<file path="src/rtl/load_store_unit.sv">
// rtl/load_store_unit.sv - byte/half/word load-store initiator for a word-wide async-read data memory
// Optional: define LSU_MISALIGN_ERR_EN to report misaligned half/word accesses as errors.
module load_store_unit #(
  parameter int ADDR_LIMIT = 512
) (
  input  logic        clk,
  input  logic        rst_n,
  input  logic        req_valid,
  output logic        req_ready,
  input  logic        req_we,
  input  logic [1:0]  req_size,
  input  logic        req_unsigned,
  input  logic [31:0] req_addr,
  input  logic [31:0] req_wdata,
  output logic        resp_valid,
  output logic [31:0] resp_rdata,
  output logic        resp_err,
  output logic        mem_we,
  output logic [31:0] mem_a,
  output logic [31:0] mem_wd,
  input  logic [31:0] mem_rd
);

  typedef enum logic [2:0] {IDLE, LOAD, WRITE, RMW_RD, RESP} state_t;

  state_t      state, state_nx;
  logic [1:0]  r_lane;
  logic [1:0]  r_size;
  logic        r_uns;
  logic [15:0] r_wdata;
  logic        accept;
  logic        req_err;
  logic [31:0] eff_addr;
  logic [7:0]  ld_byte;
  logic [15:0] ld_half;
  logic [31:0] ld_val;
  logic [31:0] merged;

  assign accept     = req_valid && req_ready;
  assign req_ready  = (state == IDLE);
  assign mem_we     = (state == WRITE);
  assign resp_valid = (state == RESP);

  // Request decode: range and reserved-size errors, plus alignment handling.
  always_comb begin
    eff_addr = req_addr;
    if (req_size == 2'd1) eff_addr[0] = 1'b0;
    else if (req_size == 2'd2) eff_addr[1:0] = 2'b00;
    req_err = (req_size == 2'd3) || (req_addr >= 32'(ADDR_LIMIT));
`ifdef LSU_MISALIGN_ERR_EN
    req_err = req_err || (req_size == 2'd1 && req_addr[0])
                      || (req_size == 2'd2 && req_addr[1:0] != 2'b00);
`else
    req_err = req_err || 1'b0;
`endif
  end

  // Lane extraction for loads and lane merge for sub-word stores.
  always_comb begin
    case (r_lane)
      2'd0:    ld_byte = mem_rd[7:0];
      2'd1:    ld_byte = mem_rd[15:8];
      2'd2:    ld_byte = mem_rd[23:16];
      default: ld_byte = mem_rd[31:24];
    endcase
    ld_half = r_lane[1] ? mem_rd[31:16] : mem_rd[15:0];
    case (r_size)
      2'd0:    ld_val = {{24{~r_uns & ld_byte[7]}}, ld_byte};
      2'd1:    ld_val = {{16{~r_uns & ld_half[15]}}, ld_half};
      default: ld_val = mem_rd;
    endcase
    merged = mem_rd;
    if (r_size == 2'd0) begin
      case (r_lane)
        2'd0:    merged[7:0]   = r_wdata[7:0];
        2'd1:    merged[15:8]  = r_wdata[7:0];
        2'd2:    merged[23:16] = r_wdata[7:0];
        default: merged[31:24] = r_wdata[7:0];
      endcase
    end else if (r_lane[1]) begin
      merged[31:16] = r_wdata;
    end else begin
      merged[15:0] = r_wdata;
    end
  end

  always_ff @(posedge clk) begin
    if (!rst_n) state <= IDLE;
    else        state <= state_nx;
  end

  always_comb begin
    state_nx = state;
    case (state)
      IDLE: begin
        if (accept) begin
          if (req_err)               state_nx = RESP;
          else if (!req_we)          state_nx = LOAD;
          else if (req_size == 2'd2) state_nx = WRITE;
          else                       state_nx = RMW_RD;
        end
      end
      LOAD:    state_nx = RESP;
      RMW_RD:  state_nx = WRITE;
      WRITE:   state_nx = RESP;
      RESP:    state_nx = IDLE;
      default: state_nx = IDLE;
    endcase
  end

  // mem_a/mem_wd only move on the way into a memory state, so they hold otherwise.
  always_ff @(posedge clk) begin
    if (!rst_n) begin
      r_lane     <= 2'd0;
      r_size     <= 2'd0;
      r_uns      <= 1'b0;
      r_wdata    <= 16'd0;
      resp_rdata <= 32'd0;
      resp_err   <= 1'b0;
      mem_a      <= 32'd0;
      mem_wd     <= 32'd0;
    end else begin
      case (state)
        IDLE: begin
          if (accept) begin
            r_lane     <= eff_addr[1:0];
            r_size     <= req_size;
            r_uns      <= req_unsigned;
            r_wdata    <= req_wdata[15:0];
            resp_rdata <= 32'd0;
            resp_err   <= req_err;
            if (!req_err) mem_a <= {eff_addr[31:2], 2'b00};
            if (!req_err && req_we && req_size == 2'd2) mem_wd <= req_wdata;
          end
        end
        LOAD:    resp_rdata <= ld_val;
        RMW_RD:  mem_wd <= merged;
        default: ;
      endcase
    end
  end

endmodule
</file>
<file path="config.mk">
export PLATFORM = sky130hd
export DESIGN_NAME = load_store_unit
export DESIGN_NICKNAME = d
export VERILOG_FILES = /design/src/rtl/load_store_unit.sv
export SDC_FILE = /design/constraint.sdc
export NUM_CORES = 1
export LEC_CHECK = 0
export ABC_CLOCK_PERIOD_IN_PS = 2500
export BUFFER_PORTS_ARGS = -buffer_cell sky130_fd_sc_hd__clkbuf_2
export CAP_MARGIN = 20
export CORE_AREA = 2 2 150 108
export CTS_CLUSTER_DIAMETER = 200
export DETAILED_ROUTE_END_ITERATION = 10
export DIE_AREA = 0 0 152 110
export GPL_TIMING_DRIVEN = 0
export MAX_ROUTING_LAYER = met4
export PLACE_DENSITY = 0.58
export SYNTH_ARGS = -nofsm -noshare
export SYNTH_HDL_FRONTEND = slang
export SYNTH_SLANG_ARGS = --single-unit
</file>
<file path="constraint.sdc">
create_clock -name clk -period 2.5 [get_ports clk]
set_clock_uncertainty 0.2 [all_clocks]
set_input_delay 0.25 -clock clk [delete_from_list [all_inputs] [get_ports clk]]
set_output_delay 0.25 -clock clk [all_outputs]
set_load 0.005 [all_outputs]
</file>
==> metrics, run 1 <==
drt drc=0; initial antenna violation count=1; final instance area=7850 sq um; Initial Util=0.343; ys async rst share=0; Setup TNS Final=0 ns; Die Y=between 100 and 150 um; Max Fclk=just over 400 MHz; Critical Path Source=req_valid; Met2 Routed Length=between 8000 and 9000 um; largest cells by area after synthesis=dfxtp_1 45%, a221o_1 7.3%, mux2i_1 5.7%, nand2_1 5.0%, a21boi_0 4.2%; HPWL after detailed placement=14900 um; Fin Hold WS=approximately 0.029 ns; Cell Area, Placed=between 6000 and 7000 sq um; min Tclk post-route=2.45 ns; maxcap violations=0; Slew HR=0.406; synthesized area=about 5200 sq um; hold path endpoint=resp_rdata[14]; startpoint types=primary input; per-cell routed wire length=roughly 18 um; switch share=0.241; Area Overhead vs Synth=49.7%; maximum vdd drop=425 uV; Yosys top cell area share=0.454; hold crit path type=primary input to register; Max Root-Sink Buffers=2; max layer used=met4; TritonCTS buffer count=17; Non-Filler Instances=between 1000 and 1500; setup violators final=0; nets=approximately 950; sw power=between 1 and 1.5 mW; Placement Setup Slack=-0.201 ns; Clk pwr share=0.527; outcome=completed; r2r endpoint=mem_wd[15]; RSZ-0062 raised after global routing=true; worst r2r src=state[0]; worst hold start=mem_rd[14]; register area share after synthesis=0.454; Tot Pwr=around 5.2 mW; clock root buffer=clkbuf_16; clk sinks=about 120; Worst-Margin Slew=between 0.8 and 0.9 ns; GR Util All Layers=0.237; M1 wire length=around 9600 um; DIE AREA=roughly 17000 sq um; Most used DFF post-synth=dfxtp_1; hold path cells=3; met3 wire len=between 1000 and 1500 um; Gate power share=0.102; Top Ports=between 200 and 250; detailed-route via count=5526; Critical Path AT=between 2 and 3 ns; worst-case reg-to-reg path depth=6; r2r setup slk=around 0.070 ns; worst-path fanout max=5; count of state elements after synthesis=between 100 and 150; number of flops mapped to enable cells by yosys=0; Tcrit/Tclk final=0.979; Inst Count DP=about 960; first-pass GRT wire length=between 20000 and 30000 um; chip width=152 um; Final Wtd Congestion=just over 0.9; Filler cells=1422; commonest non-fill, non-tap cells in the layout=205 x clkbuf_2, 119 x dfxtp_1, 70 x nand2_1; vias in the first global route=roughly 5400; power per cell area=between 600 and 700 nW/um^2; Fin. Hold Viols=0; Crit. End Element=register; critical path class=primary input to register; H-tree Lvls=4; Distinct cells, synth=50; worst-skew pair later-pin latency=roughly 0.42 ns; largest net degree at the start of global routing=17; share of layout cells above drive strength 1=0.329; area leader, netlist=dfxtp_1; GRT overflow=0; Buffers on Ports=200; row cnt=38; CP Data Required Time=2.61 ns; Final Max Tran Viols=0; total wire length=19600 um; CTS tree=done; most common library cell in the layout ignoring fill and taps=clkbuf_2; Pleak=around 3.6 nW; synthesized area per cell=around 9.3 sq um; Core Region=about 15000 sq um; Synth warnings=0; Post-Syn Instances=562; First DRT Iteration DRCs=450; sequential power share=0.372; Vias/cell=5.20; clock slew at reported path FFs=approximately 0.060 ns; Internal=just under 4 mW; drt pass-1 iters=5; post-layout util=0.514; Antenna Violating Nets Remaining=0; Final WS setup=roughly 0.052 ns
[worst max-delay path by stage]
| stage | endpoint | cells after the start | slack [ns] |
|---|---|---|---|
| 2_1_floorplan | mem_wd[10] | 7 | 0.27 |
| 3_3_place_gp | resp_rdata[25] | 6 | -0.14 |
| 3_5_place_dp | resp_rdata[24] | 6 | -0.20 |
| 4_1_cts | resp_rdata[24] | 6 | 0.004 |
| 5_1_grt | mem_wd[9] | 6 | -0.03 |
| 6_report | mem_wd[15] | 7 | 0.05 |
[cell type report]
cell class              instances  area, sq um  area share
plain buffers                  48          285      0.0363
repair buffers                268         1660       0.212
clock inverters                14          221      0.0282
multi-input cells             386         2570       0.327
well taps                     200          250      0.0319
diodes                          1         2.50    0.000319
flip-flops and latches        119         2380       0.304
inverters                       9         33.8     0.00430
clock buffers                  18          439      0.0560
[cell usage after synthesis (4+ instances only)]
master / number
clkbuf_1: 26
a21o_1: 5
buf_2: 6
mux2i_1: 30
a21oi_1: 19
buf_4: 5
buf_6: 5
a21boi_0: 29
nor2_1: 40
a221o_2: 6
nor3_1: 17
o221ai_1: 7
nand2_1: 70
o21ai_0: 19
o22ai_1: 7
dfxtp_1: 119
nand2b_1: 4
a221o_1: 38
inv_1: 9
a211oi_1: 13
nor2b_1: 17
and3_1: 23
[registers in the layout, summed over array words and instances (netlist names), 2 cells and up]
register / count
mem_wd: 32
resp_rdata: 32
mem_a: 30
r_wdata: 16
state: 3
r_lane: 2
r_size: 2
[per-layer routing]
| metal | GRT usage | vias up |
|---|---|---|
| li1 | - | 2635 |
| met1 | 0.336 | 2654 |
| met2 | 0.344 | 217 |
| met3 | 0.0520 | 20 |
| met4 | 0.0607 | 0 |
| met5 | - | - |
[critical path, cell delays in order]
cell	delay [ns]
dlygate4sd3_1	0.54
clkbuf_2	0.17
nor4b_4	0.37
nand2_1	0.11
nor4_1	0.74
o22ai_1	0.20
a21o_1	0.18
[power by group through the flow]
stage,combinational [mW],clock (mW),sequential [mW]
after global placement,0.430,0,1.98
after floorplan,0.235,0,1.97
after detailed placement,0.435,0,1.98
final,0.530,2.75,1.94
after global routing,0.571,2.86,1.94
after CTS,0.514,2.78,1.94
[timing repair]
item                                   4_1_cts  5_1_grt
pin swaps                                    0        4
resized for setup                            2       13
endpoints found under the hold margin       77        0
hold buffers                                61        0
setup endpoints to repair                   10       73
setup buffers                                0        7
gates cloned                                 0        0
[cell families after synthesis]
group	count (synthesis)	share of synthesized area
AO/OA/AOI/OAI	157	0.232
buffers and inverters	58	0.0599
flip-flops	119	0.454
multiplexers	32	0.0637
other	1	0.000715
AND/OR/NAND/NOR	195	0.190
No activity file was read; power rests on OpenSTA's default activity.
==> run 2, diff against run 1 <==
==> config.mk (replaced) <==
export PLATFORM = sky130hd
export DESIGN_NAME = load_store_unit
export DESIGN_NICKNAME = d
export VERILOG_FILES = /design/src/rtl/load_store_unit.sv
export SDC_FILE = /design/constraint.sdc
export NUM_CORES = 1
export LEC_CHECK = 0
export ABC_AREA = 1
export ABC_CLOCK_PERIOD_IN_PS = 2500
export BUFFER_PORTS_ARGS = -buffer_cell sky130_fd_sc_hd__clkbuf_2
export CAP_MARGIN = 20
export CORE_AREA = 2 2 167 120
export CTS_CLUSTER_DIAMETER = 200
export DETAILED_ROUTE_END_ITERATION = 10
export DIE_AREA = 0 0 169 122
export GPL_TIMING_DRIVEN = 0
export MAX_ROUTING_LAYER = met4
export PLACE_DENSITY = 0.56
export SYNTH_ARGS = -nofsm -noshare
export SYNTH_HDL_FRONTEND = slang
export SYNTH_SLANG_ARGS = --single-unit
==> run 2 against run 1 <==
Effect of this change: utilization fell by 5.9 points; non-clock buffer count fell by 20; sequential power hardly changed; sequential cell count is the same; cell area increased by 12%; combinational power rose by 63%; hold slack gained 0.0089 ns; count of clock-buffer cells in the layout shrank 1; critical endpoint is now mem_wd[22].
==> metrics, run 2 <==
outcome=completed (unchanged); Final Max Tran Viols=0 (unchanged); Post-Syn Instances=989 (was 562); area leader, netlist=dfxtp_1 (unchanged); Die Y=122 um (was 110 um); Max Root-Sink Buffers=2 (unchanged); per-cell routed wire length=16.0 um (was 18.5 um); clk sinks=119 (unchanged); GRT overflow=0 (unchanged); startpoint types=register (was primary input); crit-path cells=buf_2 -> inv_2 -> nand2_1 -> clkbuf_1 -> a21oi_1 -> o21ai_0 -> nand2_1 -> nand2_1 -> nand3_1 -> nand2_1 -> nor2_1 (was dlygate4sd3_1 -> clkbuf_2 -> nor4b_4 -> nand2_1 -> nor4_1 -> o22ai_1 -> a21o_1); total wire length=24000 um (was 19600 um); nets=1340 (was 952); ys async rst share=0 (unchanged); worst-path fanout max=10 (was 5); Core Region=19300 sq um (was 15300 sq um); worst-skew pair later-pin latency=0.44 ns (was 0.42 ns); r2r setup slk=0.43 ns (was 0.07 ns); min Tclk post-route=2.07 ns (was 2.45 ns); Tcrit/Tclk final=0.827 (was 0.979); most used cell, CP=nand2_1; critical path class=register to register (was primary input to register); row cnt=43 (was 38); clock slew at reported path FFs=0.06 ns (about the same); Max Fclk=484 MHz (was 409 MHz); Buffers on Ports=199 (was 200); worst r2r src=r_lane[0] (was state[0]); number of flops mapped to enable cells by yosys=0 (unchanged); vias in the first global route=6624 (was 5379); most frequent cell after synthesis=nand2_1 (was dfxtp_1); Pleak=4.11 nW (was 3.64 nW); CTS tree=done (unchanged); r2r endpoint=mem_wd[22] (was mem_wd[15]); Area Overhead vs Synth=33.4% (was 49.7%); CP Data Required Time=2.63 ns (was 2.61 ns); TritonCTS buffer count=17 (unchanged); Most used DFF post-synth=dfxtp_1 (unchanged); Initial Util=0.341 (was 0.343); Regs by FF count=mem_wd (32), resp_rdata (32), mem_a (30) (unchanged); power per cell area=609 nW/um^2 (was 665 nW/um^2); Antenna Violating Nets Remaining=0 (unchanged); GR Util All Layers=0.240 (was 0.237); Synth warnings=0 (unchanged); drt drc=0 (unchanged); Yosys top cell area share=0.362 (was 0.454); synthesized area=6580 sq um (was 5240 sq um); largest cells by area after synthesis=dfxtp_1 36%, nand2_1 13%, a21oi_1 13%, nor2_1 4.9%, inv_1 4.7% (was dfxtp_1 45%, a221o_1 7.3%, mux2i_1 5.7%, nand2_1 5.0%, a21boi_0 4.2%); hold path cells=3 (unchanged); crit path max-delay cell type=clkbuf_1 (was nor4_1); Critical Path AT=2.19 ns (was 2.56 ns); initial antenna violation count=1 (unchanged); Vias/cell=4.96 (was 5.20); Setup TNS Final=0 ns (unchanged); Top Ports=203 (unchanged); share of layout cells above drive strength 1=0.267 (was 0.329); commonest non-fill, non-tap cells in the layout=236 x nand2_1, 199 x clkbuf_2, 174 x a21oi_1 (was 205 x clkbuf_2, 119 x dfxtp_1, 70 x nand2_1); worst hold start=rst_n (was mem_rd[14]); clock root buffer=clkbuf_16 (unchanged); Final Wtd Congestion=0.935 (was 0.934); worst-case reg-to-reg path depth=11 (was 6); RSZ-0062 raised after global routing=false (was true); drt pass-1 iters=5 (unchanged); largest net degree at the start of global routing=17 (unchanged); HPWL after detailed placement=19000 um (was 14900 um); synthesized area per cell=6.65 sq um (was 9.33 sq um); chip width=169 um (was 152 um); Cell Area, Placed=7880 sq um (was 6500 sq um); final instance area=8770 sq um (was 7850 sq um); DIE AREA=20600 sq um (was 16700 sq um); Commonest cells post-synth=236 x nand2_1, 174 x a21oi_1, 119 x dfxtp_1 (was 119 x dfxtp_1, 70 x nand2_1, 40 x nor2_1); slowest stage delay, CP=0.35 ns (was 0.74 ns); detailed-route via count=7435 (was 5526); most common library cell in the layout ignoring fill and taps=nand2_1 (was clkbuf_2); Distinct cells, synth=40 (was 50); Fin. Hold Viols=0 (unchanged); hold crit path type=primary input to register (unchanged); hold path endpoint=state[1] (was resp_rdata[14]); maxcap violations=0 (unchanged); Slew HR=0.535 (was 0.406); register area share after synthesis=0.362 (was 0.454); maximum vdd drop=336 uV (was 425 uV); first-pass GRT wire length=36500 um (was 29600 um); First DRT Iteration DRCs=536 (was 450); H-tree Lvls=4 (unchanged); post-layout util=0.456 (was 0.514); Worst-Margin Slew=0.698 ns (was 0.883 ns); setup violators final=0 (unchanged); Crit. End Element=register (unchanged); count of state elements after synthesis=119 (unchanged); Post-CTS Setup Bufs=0 (unchanged)
==> run 2: cells by family after synthesis <==
family / Yosys count / synth area share
other cells: 1 / 0.000570
compound gates: 269 / 0.222
flops: 119 / 0.362
buf+inv: 165 / 0.117
simple gates: 435 / 0.298
==> run 2: stage by stage <==
step	hold WS [ns]	setup slack (ns)	total power [mW]	std cells
after floorplan	0.146	0.837	2.51	990
after global routing	0.0567	0.264	5.55	1498
after CTS	0.0392	0.449	5.35	1497
after detailed placement	0.217	0.480	2.80	1436
final	0.0383	0.432	5.34	1498
after global placement	0.214	0.477	2.80	1436
==> run 2: how the worst max path moves through the flow <==
stage	startpoint	to	slack, ns	cells past startpoint
final	r_lane[0]	mem_wd[22]	0.43	11
after global routing	req_size[1]	mem_wd[16]	0.26	13
after CTS	req_size[1]	mem_wd[21]	0.45	13
after detailed placement	r_lane[0]	mem_wd[22]	0.48	11
after global placement	r_size[1]	mem_wd[11]	0.48	10
after floorplan	state[0]	mem_wd[10]	0.84	11
==> run 2: critical path, delay by kind of cell (launching register included) <==
| family | cells | cell delay, ns |
|---|---|---|
| buf+inv | 3 | 0.66 |
| compound gates | 2 | 0.19 |
| flops | 1 | 0.30 |
| simple gates | 6 | 0.61 |
==> run 2: area by class of cell <==
class / count / area, sq um
inverter: 97 / 369
clock inverter: 15 / 171
tap: 247 / 309
fill: 2052 / 10500
buffer: 68 / 399
timing repair buffer: 228 / 1290
clock buffer: 17 / 425
multi-input combinational: 706 / 3430
antenna: 1 / 2.50
sequential: 119 / 2380
==> run 2: where the power goes <==
part	internal, mW	total, mW	leakage, nW	switching [mW]
clock network	1.43	2.52	0.293	1.09
registers	1.93	1.95	0.964	0.0283
logic	0.313	0.862	2.85	0.550
total	3.67	5.34	4.11	1.67
==> run 2: routing by layer <==
| metal | share of wire | track usage |
|---|---|---|
| met5 | 0 | - |
| met2 | 0.41 | 0.335 |
| met3 | 0.090 | 0.0630 |
| met1 | 0.49 | 0.337 |
| met4 | 0.018 | 0.0710 |
==> run 2: what timing repair did <==
item | in CTS | in global routing
resized for setup | 0 | 0
endpoints found under the hold margin | 29 | 0
hold buffers | 29 | 0
